`src/rtl/tty_write_arbiter.sv`:
```
// Small show-ahead FIFO: rd_dat is the head entry; a push while full is accepted only if a pop frees a slot.
// Latency: a push is visible at rd_dat the cycle after; no backpressure, callers check full/empty.
module tty_fifo #(
  parameter int WIDTH = 8,
  parameter int DEPTH = 4
) (
  input  logic             clk_50mhz,
  input  logic             rst,
  input  logic             push,
  input  logic [WIDTH-1:0] wr_dat,
  input  logic             pop,
  output logic [WIDTH-1:0] rd_dat,
  output logic             empty,
  output logic             full
);
  localparam int AW = $clog2(DEPTH);

  logic [WIDTH-1:0] mem [DEPTH];
  logic [AW-1:0]    wr_ptr;
  logic [AW-1:0]    rd_ptr;
  logic [AW:0]      count;
  logic             do_push;
  logic             do_pop;

  assign empty   = (count == '0);
  assign full    = (count == (AW+1)'(DEPTH));
  assign do_pop  = pop && !empty;
  assign do_push = push && (!full || do_pop);
  assign rd_dat  = mem[rd_ptr];

  always_ff @(posedge clk_50mhz) begin
    if (do_push) mem[wr_ptr] <= wr_dat;
  end

  always_ff @(posedge clk_50mhz) begin
    if (rst) begin
      wr_ptr <= '0;
      rd_ptr <= '0;
      count  <= '0;
    end else begin
      if (do_push) wr_ptr <= wr_ptr + 1'b1;
      if (do_pop)  rd_ptr <= rd_ptr + 1'b1;
      if (do_push != do_pop) count <= do_push ? count + 1'b1 : count - 1'b1;
    end
  end
endmodule

// Merges CPU, UART-RX and keyboard bytes into one VGA write stream (round-robin) and echoes RX/KB bytes to the UART TX.
// Latency: request rise sampled at E0, vm_write during E1..E2; echo waits for tx_busy low, overflows are sticky in ovf.
module tty_write_arbiter #(
  parameter bit ECHO_RX = 1'b1,
  parameter bit ECHO_KB = 1'b1
) (
  input  logic       clk_50mhz,
  input  logic       rst,
  input  logic       cpu_write,
  input  logic [7:0] cpu_data,
  input  logic       rx_ready,
  input  logic [7:0] rx_data,
  input  logic       kb_released,
  input  logic [7:0] kb_ascii,
  input  logic       key_ack,
  input  logic       tx_busy,
  output logic       vm_write,
  output logic [7:0] vm_data,
  output logic       tx_start,
  output logic [7:0] tx_data,
  output logic       key_valid,
  output logic [7:0] key_data,
  output logic [3:0] ovf
);
  typedef enum logic [1:0] {IDLE, LAUNCH, WAIT_HI, WAIT_LO} tx_state_t;

  logic [2:0] req;
  logic [2:0] req_prev;
  logic [2:0] cap;
  logic [2:0] pend;
  logic [2:0] src_ovf;
  logic [2:0] grant;
  logic [1:0] grant_idx;
  logic [1:0] rr_next;
  logic [2:0] cand;
  logic [7:0] src_dat  [3];
  logic [7:0] pend_dat [3];
  logic [7:0] gnt_dat;
  logic       fifo_ovf;
  logic       echo_push;
  logic       tx_pop;
  logic       fifo_empty;
  logic       fifo_full;
  logic [7:0] fifo_head;
  tx_state_t  tx_state;
  logic [1:0] quiet_cnt;

  assign req        = {kb_released, rx_ready, cpu_write};
  assign cap        = req & ~req_prev;
  assign src_dat[0] = cpu_data;
  assign src_dat[1] = rx_data;
  assign src_dat[2] = kb_ascii;
  assign gnt_dat    = pend_dat[grant_idx];
  assign ovf        = {fifo_ovf, src_ovf};

  // Walk candidates from lowest to highest priority so the first pending one after rr_next wins.
  always_comb begin
    grant     = 3'b000;
    grant_idx = 2'd0;
    cand      = 3'd0;
    for (int k = 2; k >= 0; k--) begin
      cand = {1'b0, rr_next} + 3'(k);
      if (cand >= 3'd3) cand = cand - 3'd3;
      if (pend[cand[1:0]]) begin
        grant     = 3'b001 << cand[1:0];
        grant_idx = cand[1:0];
      end
    end
  end

  for (genvar i = 0; i < 3; i++) begin : g_src
    always_ff @(posedge clk_50mhz) begin
      if (rst) begin
        pend[i]     <= 1'b0;
        pend_dat[i] <= 8'h00;
        src_ovf[i]  <= 1'b0;
      end else if (cap[i]) begin
        pend[i]     <= 1'b1;
        pend_dat[i] <= src_dat[i];
        if (pend[i] && !grant[i]) src_ovf[i] <= 1'b1;
      end else if (grant[i]) begin
        pend[i] <= 1'b0;
      end
    end
  end

  assign echo_push = (grant[1] && ECHO_RX) || (grant[2] && ECHO_KB);
  assign tx_pop    = (tx_state == IDLE) && !fifo_empty && !tx_busy;

  always_ff @(posedge clk_50mhz) begin
    if (rst) begin
      req_prev  <= 3'b111;
      rr_next   <= 2'd0;
      vm_write  <= 1'b0;
      vm_data   <= 8'h00;
      key_valid <= 1'b0;
      key_data  <= 8'h00;
      fifo_ovf  <= 1'b0;
    end else begin
      req_prev <= req;
      vm_write <= |grant;
      if (|grant) begin
        vm_data <= gnt_dat;
        rr_next <= (grant_idx == 2'd2) ? 2'd0 : grant_idx + 2'd1;
      end
      if (echo_push && fifo_full && !tx_pop) fifo_ovf <= 1'b1;
      if (cap[2]) begin
        key_valid <= 1'b1;
        key_data  <= kb_ascii;
      end else if (key_ack) begin
        key_valid <= 1'b0;
      end
    end
  end

  tty_fifo #(.WIDTH(8), .DEPTH(4)) u_echo_fifo (
    .clk_50mhz (clk_50mhz),
    .rst       (rst),
    .push      (echo_push),
    .wr_dat    (gnt_dat),
    .pop       (tx_pop),
    .rd_dat    (fifo_head),
    .empty     (fifo_empty),
    .full      (fifo_full)
  );

  // WAIT_HI gives up after four quiet cycles so a transmitter that never raises busy cannot stall the echo path.
  always_ff @(posedge clk_50mhz) begin
    if (rst) begin
      tx_state  <= IDLE;
      tx_start  <= 1'b0;
      tx_data   <= 8'h00;
      quiet_cnt <= 2'd0;
    end else begin
      tx_start <= 1'b0;
      case (tx_state)
        IDLE: begin
          if (tx_pop) begin
            tx_data  <= fifo_head;
            tx_start <= 1'b1;
            tx_state <= LAUNCH;
          end
        end
        LAUNCH: begin
          quiet_cnt <= 2'd0;
          tx_state  <= WAIT_HI;
        end
        WAIT_HI: begin
          if (tx_busy)                 tx_state  <= WAIT_LO;
          else if (quiet_cnt == 2'd3)  tx_state  <= IDLE;
          else                         quiet_cnt <= quiet_cnt + 2'd1;
        end
        WAIT_LO: begin
          if (!tx_busy) tx_state <= IDLE;
        end
        default: tx_state <= IDLE;
      endcase
    end
  end
endmodule
```
`config.mk`:
```
export PLATFORM = sky130hd
export DESIGN_NAME = tty_write_arbiter
export DESIGN_NICKNAME = d
export VERILOG_FILES = /design/src/rtl/tty_write_arbiter.sv
export SDC_FILE = /design/constraint.sdc
export NUM_CORES = 1
export LEC_CHECK = 0
export CAP_MARGIN = 30
export CORE_UTILIZATION = 59
export CTS_BUF_LIST = sky130_fd_sc_hd__clkbuf_2
export DETAILED_ROUTE_END_ITERATION = 7
export DONT_BUFFER_PORTS = 1
export GPL_TIMING_DRIVEN = 0
export PLACE_DENSITY = 0.78
export SYNTH_ARGS = -nofsm -noshare
export SYNTH_HDL_FRONTEND = slang
export SYNTH_SLANG_ARGS = --single-unit
```
`constraint.sdc`:
```
create_clock -name clk_50mhz -period 3.3 [get_ports clk_50mhz]
set_input_delay 0.495 -clock clk_50mhz [delete_from_list [all_inputs] [get_ports clk_50mhz]]
set_output_delay 0.495 -clock clk_50mhz [all_outputs]
set_load 0.03 [all_outputs]
```
==> flow_summary.ini, run 1 <==
[synth]
synth_seq_area_share_pct = 57.71
synth_area_per_cell_um2 = 11.59
ys_types = 53
synth_top_family_by_area = compound AO/OA/AOI/OAI gates
synth_flop_cell = edfxtp_1
synth-simple-area-share_pct = 12.68
synth_cells = 401
yosys.area.top_type = edfxtp_1
synth-edff-count = 56
synth_compound_area_share_pct = 15.91
ys_ff_latch = 106
muxShareOfSynthArea_pct = 6.218
async_flop_share_pct = 0
synth_top_area_share_pct = 36.18
yosys-top-cells-count = 56 x edfxtp_1, 50 x dfxtp_1, 35 x nand2_1, 28 x a21oi_1, 24 x and2_1
synth-xor-area-share_pct = 0.3769
synthesis.nets = 442
synthMostInstantiatedCell = edfxtp_1
synth_area_leaders = edfxtp_1 36%, dfxtp_1 22%, mux4_2 3.9%, and2_1 3.2%, a21oi_1 3.0%
syn-cell-area_um2 = 4648
ys_warn_count = 0
synth-adder-area-share_pct = 2.853

[drt]
wire_per_inst_um = 17.44
via_count = 3160
drt-total-wl_um = 9193
drtIter0Drc = 165
drc_errors = 0
vias_per_cell = 5.996
drtAntennaViolNets = 0
dr.pass1.iters = 5

[sta]
setup_violations = 0
fin_ws_ps = 135.5
finalCriticalPeriod_ps = 3165
fin_tns_setup_ps = 0
drv_slew = 0
max_freq_ghz = 0.3160
fin_crit_sh_pct = 95.89
slew_headroom_pct = 46.99
hold_viol = 0
fin_skew_ps = 22.70
tightest_slew_ps = 795.2

[hold_path]
hp-class = in2reg
min_to = key_valid
hold_path.startpoint = key_ack
hold_depth = 3

[die]
rows = 32
die_h_um = 90.76
initial_core_util_pct = 60.47
pin_count = 62
die_area_um2 = 8237
core_area_um2 = 7687
fp.dieW_um = 90.76

[pwr]
leakage_nw = 1.886
p_int_w = 0.002272
comb_power_share_pct = 31.0
p_seq_share_pct = 52.4
switchingPower_w = 0.001304
total_power_w = 0.003577
pwr_density_cell_nw_per_um2 = 713.9
clockPowerShare_pct = 16.6
swShare_pct = 36.47
ir_drop_mv = 0.2936

[clock_network]
clk_pin_slew_ps = 270
cts_sinks = 106
cts_buffers = 9
clk_latency_ps = 570
cts_tree = built
cts_root_buffer = clkbuf_2
clockBufferDepth = 2
h-tree-depth = 3

[critical_path]
startpoint_type = flip-flop
worstPathRequired_ps = 3790
r2r_start = rr_next[0]
r2r-end = u_echo_fifo.count[2]
path_class = reg2reg
endpoint_kind = flip-flop
r2r_cells = 15
cp.arrival_ps = 3660
path_max_fanout = 10
rrSetupSlack_ps = 140

[grt]
grt_pass1_wl_um = 14810
grt_pass1_vias = 3021
grt_max_degree = 18
antenna_found_initial = 0
grt_overflow_total = 0
track_usage_pct = 23.39

[final_layout]
num-fill-cells = 601
area_delta_synth_final_pct = 7.779
multi_input_area_um2 = 1810
regArea_um2 = 2688
final_area_um2 = 5010
drive_gt1_share_pct = 13.88
nets = 461
diodes = 0

[status]
status = completed

[placed_design]
io_buffers = 0
dp_slack_ps = -131.7
postPlaceCellArea_um2 = 4776
gp_congestion = 0.8936
hpwl_um = 6582

[job]
cap_viol_max_count = 0
[power by group through the flow]
stage	logic (W)	clock network (W)	registers (W)
6_report	0.00111	0.000595	0.00187
3_3_place_gp	0.000987	0	0.00190
5_1_grt	0.00122	0.000658	0.00190
2_1_floorplan	0.000823	0	0.00187
3_5_place_dp	0.00103	0	0.00191
4_1_cts	0.00105	0.000602	0.00188
[layout make-up]
| class | instances | area share, % |
|---|---|---|
| clock inverters | 7 | 1.349 |
| multi-input cells | 248 | 36.14 |
| clock buffers | 9 | 0.8991 |
| inverters | 21 | 1.573 |
| flip-flops and latches | 106 | 53.65 |
| well taps | 102 | 2.547 |
| plain buffers | 26 | 2.448 |
| repair buffers | 8 | 1.399 |
[how the worst max path moves through the flow]
stage | from | endpoint | slack [ps] | cells past startpoint
CTS | rr_next[0] | u_echo_fifo.count[2] | 10 | 14
floorplan | rr_next[0] | u_echo_fifo.count[2] | 220 | 14
detailed placement | rr_next[0] | u_echo_fifo.count[2] | -130 | 14
finish | rr_next[0] | u_echo_fifo.count[2] | 140 | 15
global route | rr_next[0] | u_echo_fifo.count[2] | -20 | 15
global placement | rr_next[0] | u_echo_fifo.count[2] | -90 | 14
[critical path: stages, from the launching register on]
cell and delay (ps):
dfxtp_2 400, inv_1 60, ha_1 210, buf_6 140, mux2_4 330, a21oi_4 260, nor2_4 80, o21a_4 220
buf_4 180, nor2_1 100, inv_1 70, fa_1 410, inv_1 70, o2111ai_1 100, o31ai_1 100, mux2_2 360
[kinds of logic after synthesis]
family / after synthesis
xor gates and xnor gates: 2
and+or+nand+nor: 117
adders and majority gates: 10
muxes: 17
AOI/OAI and AO/OA: 102
DFF: 106
buffers and inverters: 47
[stage by stage]
stage	hold slack [ps]	std cells	util, %
floorplan	438.0	401	-
global placement	478.5	503	62.13
detailed placement	498.3	503	62.13
CTS	22.77	523	64.18
global route	6.602	527	65.17
finish	65.85	527	65.17
[registers in the layout, indices dropped and copies added, names as in the netlist, 3 cells and up]
| register | flops |
|---|---|
| vm_data | 8 |
| pend_dat | 24 |
| key_data | 8 |
| ovf | 3 |
| req_prev | 3 |
| u_echo_fifo.mem | 32 |
| u_echo_fifo.count | 3 |
| tx_data | 8 |
| pend | 3 |
[routing by layer]
layer	GRT usage [%]	wire [µm]	vias up
met2	39.96	4703	106
met4	6.183	82	0
met3	6.734	570	12
met5	0	0	-
li1	-	-	1498
met1	29.01	3836	1544
[timing repair]
item,4_1_cts,5_1_grt
endpoints found under the hold margin,3,1
hold buffers,3,1
setup buffers,1,3
pin swaps,1,4
resized for setup,2,13
setup endpoints to repair,1,1
[placed cells by master, fill, tap and decap left out, types with 2 or more instances in the layout]
| master | synthesis | layout |
|---|---|---|
| mux2i_1 | 3 | 3 |
| nand2b_1 | 3 | 3 |
| nor2_1 | 19 | 18 |
| and3_1 | 5 | 5 |
| dlygate4sd3_1 | 0 | 4 |
| and2_1 | 24 | 24 |
| mux2_2 | 3 | 3 |
| edfxtp_1 | 56 | 56 |
| o31ai_1 | 2 | 2 |
| or2_2 | 4 | 4 |
| mux4_2 | 8 | 8 |
| nand3_1 | 13 | 13 |
| mux2_4 | 3 | 3 |
| a21oi_1 | 28 | 28 |
| clkinv_1 | 0 | 2 |
| ha_1 | 9 | 8 |
| o211ai_1 | 17 | 17 |
| a21o_1 | 9 | 9 |
| and3b_1 | 3 | 3 |
| o21ai_0 | 7 | 7 |
| o221ai_1 | 9 | 9 |
| o21a_1 | 10 | 9 |
| nand2_1 | 35 | 35 |
| a32o_1 | 2 | 2 |
| nor2b_1 | 6 | 6 |
| a22oi_1 | 3 | 3 |
| buf_2 | 7 | 6 |
| clkbuf_1 | 16 | 15 |
| inv_1 | 21 | 21 |
| dfxtp_1 | 50 | 48 |
| clkbuf_2 | 1 | 11 |
| buf_4 | 1 | 6 |
Note: power is estimated with default switching activity, not from simulation.
==> inputs of run 2 (changes only) <==
ABC_CLOCK_PERIOD_IN_PS = 3300   (was not set)
CELL_PAD_IN_SITES_DETAIL_PLACEMENT = 1   (was not set)
CELL_PAD_IN_SITES_GLOBAL_PLACEMENT = 2   (was not set)
CORE_UTILIZATION = 39   (was 59)
PLACE_DENSITY = not set   (was 0.78)
PLACE_DENSITY_LB_ADDON = 0.1   (was not set)
==> run 2 against run 1 <==
- the flow now finishes with violations (design-rule violations)
- wire length grew 16%
- critical endpoint unchanged
- sequential power is essentially flat
- core utilization shrank 20 points
- critical path type unchanged
- design area grew 3.8%
- register-to-register slack gained 60 ps
- clock power grew 6.9%
==> flow_summary.ini, run 2 (same netlist as run 1, synthesis figures left out) <==
[critical_path]
crit_path_end = u_echo_fifo.count[2]
r2r_start = rr_next[0]
cp.arrival_ps = 3640
path_max_fanout = 10
critPathTopFamily = multiplexers
rrSetupSlack_ps = 200
crit_buf_inv = 5
slowest_stage = dfxtp_4
r2r-end = u_echo_fifo.count[2]
path_cells = inv_1, ha_1, buf_6, mux2_4, a21oi_4, nor2_4, o21a_4, buf_6, nor2_1, inv_1, fa_2, inv_2, o2111ai_1, o31ai_1, mux2_2
cpPeakStageDelay_ps = 420
endpoint_kind = flip-flop
startpoint_type = flip-flop
worstPathRequired_ps = 3840
critPathLaunch = rr_next[0]
path_depth = 15
r2r_cells = 15
path_class = reg2reg

[final_layout]
final_cell_mix = 56 x edfxtp_1, 48 x dfxtp_1, 35 x nand2_1
final_core_util_pct = 45.15
area_delta_synth_final_pct = 11.87
regMostFlops = u_echo_fifo.mem
drive_gt1_share_pct = 15.26
largest_reg_flops = 32
final_common_cell = edfxtp_1
diodes = 0
reg_top3 = u_echo_fifo.mem x32, pend_dat x24
nets = 475

[drt]
via_count = 3093
wl_met3_um = 391
drtIter0Drc = 110
drc_errors = 4
wl_met1_um = 4753
drt-total-wl_um = 10660
dr.pass1.iters = 6
drtAntennaViolNets = 0
vias_per_cell = 5.314
top_layer_used = met4
wire_per_inst_um = 18.32
wl_met2_um = 5356

[job]
cap_viol_max_count = 0

[sta]
rsz0062_at_grt = no
slew_headroom_pct = 42.22
fin_skew_ps = 21.02
fin_crit_sh_pct = 93.96
max_freq_ghz = 0.3225
hold_ws_ps = 63.97
finalCriticalPeriod_ps = 3101
tightest_slew_ps = 866.7
hold_viol = 0
drv_slew = 0
fin_ws_ps = 199.3
setup_violations = 0

[die]
die_h_um = 111.2
pin_count = 62
initial_core_util_pct = 40.36
rows = 39
fp.dieW_um = 111.2
die_area_um2 = 12360
core_area_um2 = 11520

[hold_path]
hp-class = in2reg

[pwr]
p_seq_share_pct = 51.2
pwr_density_cell_nw_per_um2 = 706.6
swShare_pct = 37.00
clockPowerShare_pct = 17.3
ir_drop_mv = 0.2099
leakage_nw = 1.949
p_int_w = 0.002315
switchingPower_w = 0.001360
comb_power_share_pct = 31.5

[clock_network]
clk_pin_slew_ps = 280
clk_latency_ps = 610
clockBufferDepth = 2
h-tree-depth = 3
cts_sinks = 106
cts_tree = built
cts_root_buffer = clkbuf_2
cts_buffers = 9

[status]
violations = design-rule violations
status = finished, violations left

[grt]
grt_overflow_total = 0
grt_max_degree = 19
antenna_found_initial = 0
track_usage_pct = 18.19
grt_pass1_vias = 3198
grt_pass1_wl_um = 16910

[placed_design]
gp_congestion = 0.7952
dp_slack_ps = -179.7
hpwl_um = 7758
io_buffers = 0
==> run 2: area by class of cell <==
class                           instances  area (µm²)
Buffer                                 26       128.9
Clock inverter                          7       75.07
Multi-Input combinational cell        248        1808
Tap cell                              143       178.9
Sequential cell                       106        2688
Fill cell                            1263        6316
Timing Repair Buffer                   22       197.7
Inverter                               21       78.83
Clock buffer                            9       45.04
==> run 2: repair_timing <==
action / 4_1_cts / 5_1_grt
gates resized for setup: 4 / 13
setup endpoints to repair: 1 / 15
pin swaps: 1 / 4
endpoints found under the hold margin: 10 / 3
setup buffers: 1 / 8
hold buffers: 10 / 3
==> run 2: how the worst min path moves through the flow <==
stage / start / endpoint / slack (ps) / cells after the start
2_1_floorplan: fifo_ovf / fifo_ovf / 440 / 2
3_3_place_gp: fifo_ovf / fifo_ovf / 490 / 2
3_5_place_dp: rr_next[0] / rr_next[0] / 510 / 2
4_1_cts: rx_data[0] / pend_dat[1][0] / 1 / 1
5_1_grt: rx_data[3] / pend_dat[1][3] / 2 / 1
6_report: cpu_data[5] / pend_dat[0][5] / 60 / 1
==> run 2: per-layer routing <==
metal | up-vias | global-route usage [%]
met5 | - | 0
met1 | 1513 | 22.17
met3 | 10 | 3.773
li1 | 1517 | -
met4 | 0 | 7.297
met2 | 53 | 31.33
==> run 2: metrics by stage <==
step	total power, W	setup TNS [ps]	cells	area (µm²)
final	0.003674	0	582	5200
after global routing	0.003907	0	582	5200
after CTS	0.003641	0	571	5066
after detailed placement	0.002983	-179.7	544	4827
after global placement	0.002957	-155.1	544	4827
after floorplan	0.002691	0	401	4648
==> run 2: power groups by stage <==
stage / Combinational (W) / Sequential [W] / Clock (W)
floorplan: 0.000823 / 0.00187 / 0
global placement: 0.00105 / 0.00191 / 0
detailed placement: 0.00107 / 0.00191 / 0
CTS: 0.00109 / 0.00188 / 0.000664
global route: 0.00129 / 0.00191 / 0.000708
finish: 0.00116 / 0.00188 / 0.000636
==> run 2: worst register-to-register path, delay by kind of cell, from the launching register on <==
family	cells	cell delay, ps
compound gates	4	700
fa+ha+maj	2	590
buf+inv	5	480
flops	1	420
mux	2	700
simple gates	2	180
==> inputs of run 3 (changes only) <==
CORE_UTILIZATION = 40   (was 39)
SYNTH_HIERARCHICAL = 1   (was not set)
==> run 3 against run 2 <==
- the run still ends with design-rule violations left
- maximum frequency decreased by 0.12%
- worst hold slack improved by 40 ps
- first-iteration DRC count decreased by 10%
- die area increased by 0.43%
- clock skew about the same
- via count decreased by 2.7%
- global-route usage decreased by 0.98 points
- final cell count decreased by 3.6%
- synthesized cell count decreased by 2.7%
- design area increased by 0.26%
==> flow_summary.ini, run 3 <==
[status]
violations = design-rule violations
status = finished, violations left

[sta]
fin_skew_ps = 20.63
drv_slew = 0
hold_ws_ps = 104.1
hold_viol = 0
finalCriticalPeriod_ps = 3105
rsz0062_at_grt = no
slew_headroom_pct = 47.14
fin_tns_setup_ps = 0
tightest_slew_ps = 793.0
fin_crit_sh_pct = 94.08
setup_violations = 0
max_freq_ghz = 0.3221

[clock_network]
clk_latency_ps = 560
h-tree-depth = 3
clk_pin_slew_ps = 290
cts_root_buffer = clkbuf_2
cts_tree = built
cts_buffers = 9
clockBufferDepth = 2
cts_sinks = 108

[synth]
synth_area_per_cell_um2 = 12.28
synth_compound_area_share_pct = 13.40
synth_top_family_by_area = simple AND/OR/NAND/NOR gates
synth-adder-area-share_pct = 2.613
synth_seq_area_share_pct = 56.86
ys_types = 72
synth-simple-area-share_pct = 14.71
synthesis.nets = 431
muxShareOfSynthArea_pct = 7.003
synth-xor-area-share_pct = 0.9146
synth_cells = 390
syn-cell-area_um2 = 4788
synthMostInstantiatedCell = edfxtp_1
async_flop_share_pct = 0
synth-edff-count = 56
synth_top_area_share_pct = 35.12
yosys.area.top_type = edfxtp_1
yosys-top-cells-count = 56 x edfxtp_1, 52 x dfxtp_1, 33 x nand2_1, 24 x and2_1, 23 x nor2_1
ys_warn_count = 6
synth_flop_cell = edfxtp_1
synth_area_leaders = edfxtp_1 35%, dfxtp_1 22%, mux4_2 3.8%, and2_1 3.1%, mux2i_1 2.9%
ys_ff_latch = 108

[final_layout]
fin_cells = 561
reg_top3 = u_echo_fifo/mem x32, pend_dat x24
final_core_util_pct = 45.08
largest_reg_flops = 32
nets = 454
multi_input_area_um2 = 1883
regMostFlops = u_echo_fifo/mem
area_delta_synth_final_pct = 8.884
final_cell_mix = 56 x edfxtp_1, 50 x dfxtp_1, 33 x nand2_1
regArea_um2 = 2728
drive_gt1_share_pct = 20.33
num-fill-cells = 1220
diodes = 0
final_common_cell = edfxtp_1

[critical_path]
slowest_stage = dfxtp_4
path_class = reg2reg
r2r_start = rr_next[1]
crit_path_end = u_echo_fifo/count[2]
path_max_fanout = 6
r2r_cells = 15
worstPathRequired_ps = 3810
startpoint_type = flip-flop
cp.arrival_ps = 3610
crit_top_cell = inv_1
critPathLaunch = rr_next[1]
endpoint_kind = flip-flop
cpPeakStageDelay_ps = 420
r2r-end = u_echo_fifo/count[2]
rrSetupSlack_ps = 200
path_cells = inv_1, ha_1, buf_6, mux2_4, or3_1, nand4b_1, o22ai_4, inv_4, inv_1, nor2_2, xnor2_2, ha_2, a21oi_1, o211a_1, a2111oi_4

[die]
core_area_um2 = 11560
initial_core_util_pct = 41.40
rows = 39
pin_count = 62
die_area_um2 = 12410
die_h_um = 111.4
fp.dieW_um = 111.4

[placed_design]
hpwl_um = 7337
io_buffers = 0
gp_congestion = 0.7773
dp.cells = 533

[hold_path]
hp-class = in2reg
hold_depth = 1

[grt]
track_usage_pct = 17.20
grt_max_degree = 19
grt_pass1_vias = 3207
grt_overflow_total = 0
antenna_found_initial = 0
grt_pass1_wl_um = 16460

[pwr]
p_seq_share_pct = 54.7
ir_drop_mv = 0.2213
clockPowerShare_pct = 16.5
swShare_pct = 36.06
comb_power_share_pct = 28.8
p_int_w = 0.002108
switchingPower_w = 0.001189
pwr_density_cell_nw_per_um2 = 632.4
leakage_nw = 1.916

[drt]
vias_per_cell = 5.365
drtIter0Drc = 99
drt-total-wl_um = 10060
drc_errors = 4
drtAntennaViolNets = 0
dr.pass1.iters = 6
wire_per_inst_um = 17.94
via_count = 3010

[job]
cap_viol_max_count = 0
[run 3: cell types whose count changed after synthesis, moves of 6 or more]
cell,before,now
o211ai_1,17,2
clkbuf_1,16,3
mux2i_1,3,14
a21oi_2,1,11
inv_1,21,11
o21a_1,10,0
o221ai_1,9,0
a21oi_1,28,20
a22o_1,1,8
buf_6,1,7
nand3_1,13,7
[run 3: layout make-up]
class | count | area share [%]
flip-flops and latches | 108 | 52.32
well taps | 143 | 3.432
plain buffers | 21 | 3.096
multi-input cells | 247 | 36.12
clock buffers | 10 | 0.9599
clock inverters | 6 | 0.9599
repair buffers | 13 | 2.064
inverters | 13 | 1.056
[run 3: critical path: cells and delay by family, from the launching register on]
family	cells	cell delay [ps]
mux	1	310
simple gates	3	690
fa+ha+maj	2	420
buf+inv	4	350
flops	1	420
xor+xnor	1	120
compound gates	4	710
[run 3: worst min-delay path by stage]
stage	to	slack, ps	from
global route	pend_dat[0][5]	3	cpu_data[5]
finish	pend_dat[1][2]	100	rx_data[2]
CTS	tx_state[1]	40	tx_busy
global placement	fifo_ovf	460	fifo_ovf
floorplan	fifo_ovf	440	fifo_ovf
detailed placement	fifo_ovf	470	fifo_ovf
[run 3: cells by family after synthesis]
| kind of cell | count (synthesis) |
|---|---|
| compound gates | 83 |
| xor+xnor | 5 |
| fa+ha+maj | 10 |
| buf+inv | 35 |
| flops | 108 |
| mux | 23 |
| simple gates | 126 |
[run 3: repair_timing]
| item | 4_1_cts | 5_1_grt |
|---|---|---|
| endpoints found under the hold margin | 4 | 0 |
| setup endpoints to repair | 30 | 9 |
| pin swaps | 0 | 2 |
| setup buffers | 1 | 8 |
| gates resized for setup | 4 | 6 |
| hold buffers | 4 | 0 |
[run 3: power groups by stage]
stage                     Combinational, W  Clock (W)  Sequential, W
after floorplan                   0.000684          0        0.00180
after global placement            0.000853          0        0.00183
after detailed placement          0.000873          0        0.00183
after CTS                         0.000894   0.000571        0.00180
after global routing               0.00106   0.000618        0.00182
final                             0.000950   0.000545        0.00180
[run 3: metal layers]
| layer | wire length [µm] | share of wire [%] | global-route usage (%) | vias to the layer above |
|---|---|---|---|---|
| met1 | 4607 | 46 | 21.82 | 1494 |
| met5 | 0 | 0 | 0 | - |
| li1 | - | - | - | 1456 |
| met4 | 70 | 0.70 | 3.604 | 0 |
| met2 | 5006 | 50 | 29.38 | 55 |
| met3 | 377 | 3.7 | 4.845 | 5 |
[run 3: per-stage QoR]
| step | setup WS, ps | total power, W | instance area [µm²] |
|---|---|---|---|
| 2_1_floorplan | 245.7 | 0.002483 | 4788 |
| 3_3_place_gp | -161.7 | 0.002681 | 4967 |
| 3_5_place_dp | -244.1 | 0.002707 | 4967 |
| 4_1_cts | 95.02 | 0.003269 | 5119 |
| 5_1_grt | 3.601 | 0.003501 | 5214 |
| 6_report | 195.5 | 0.003297 | 5214 |
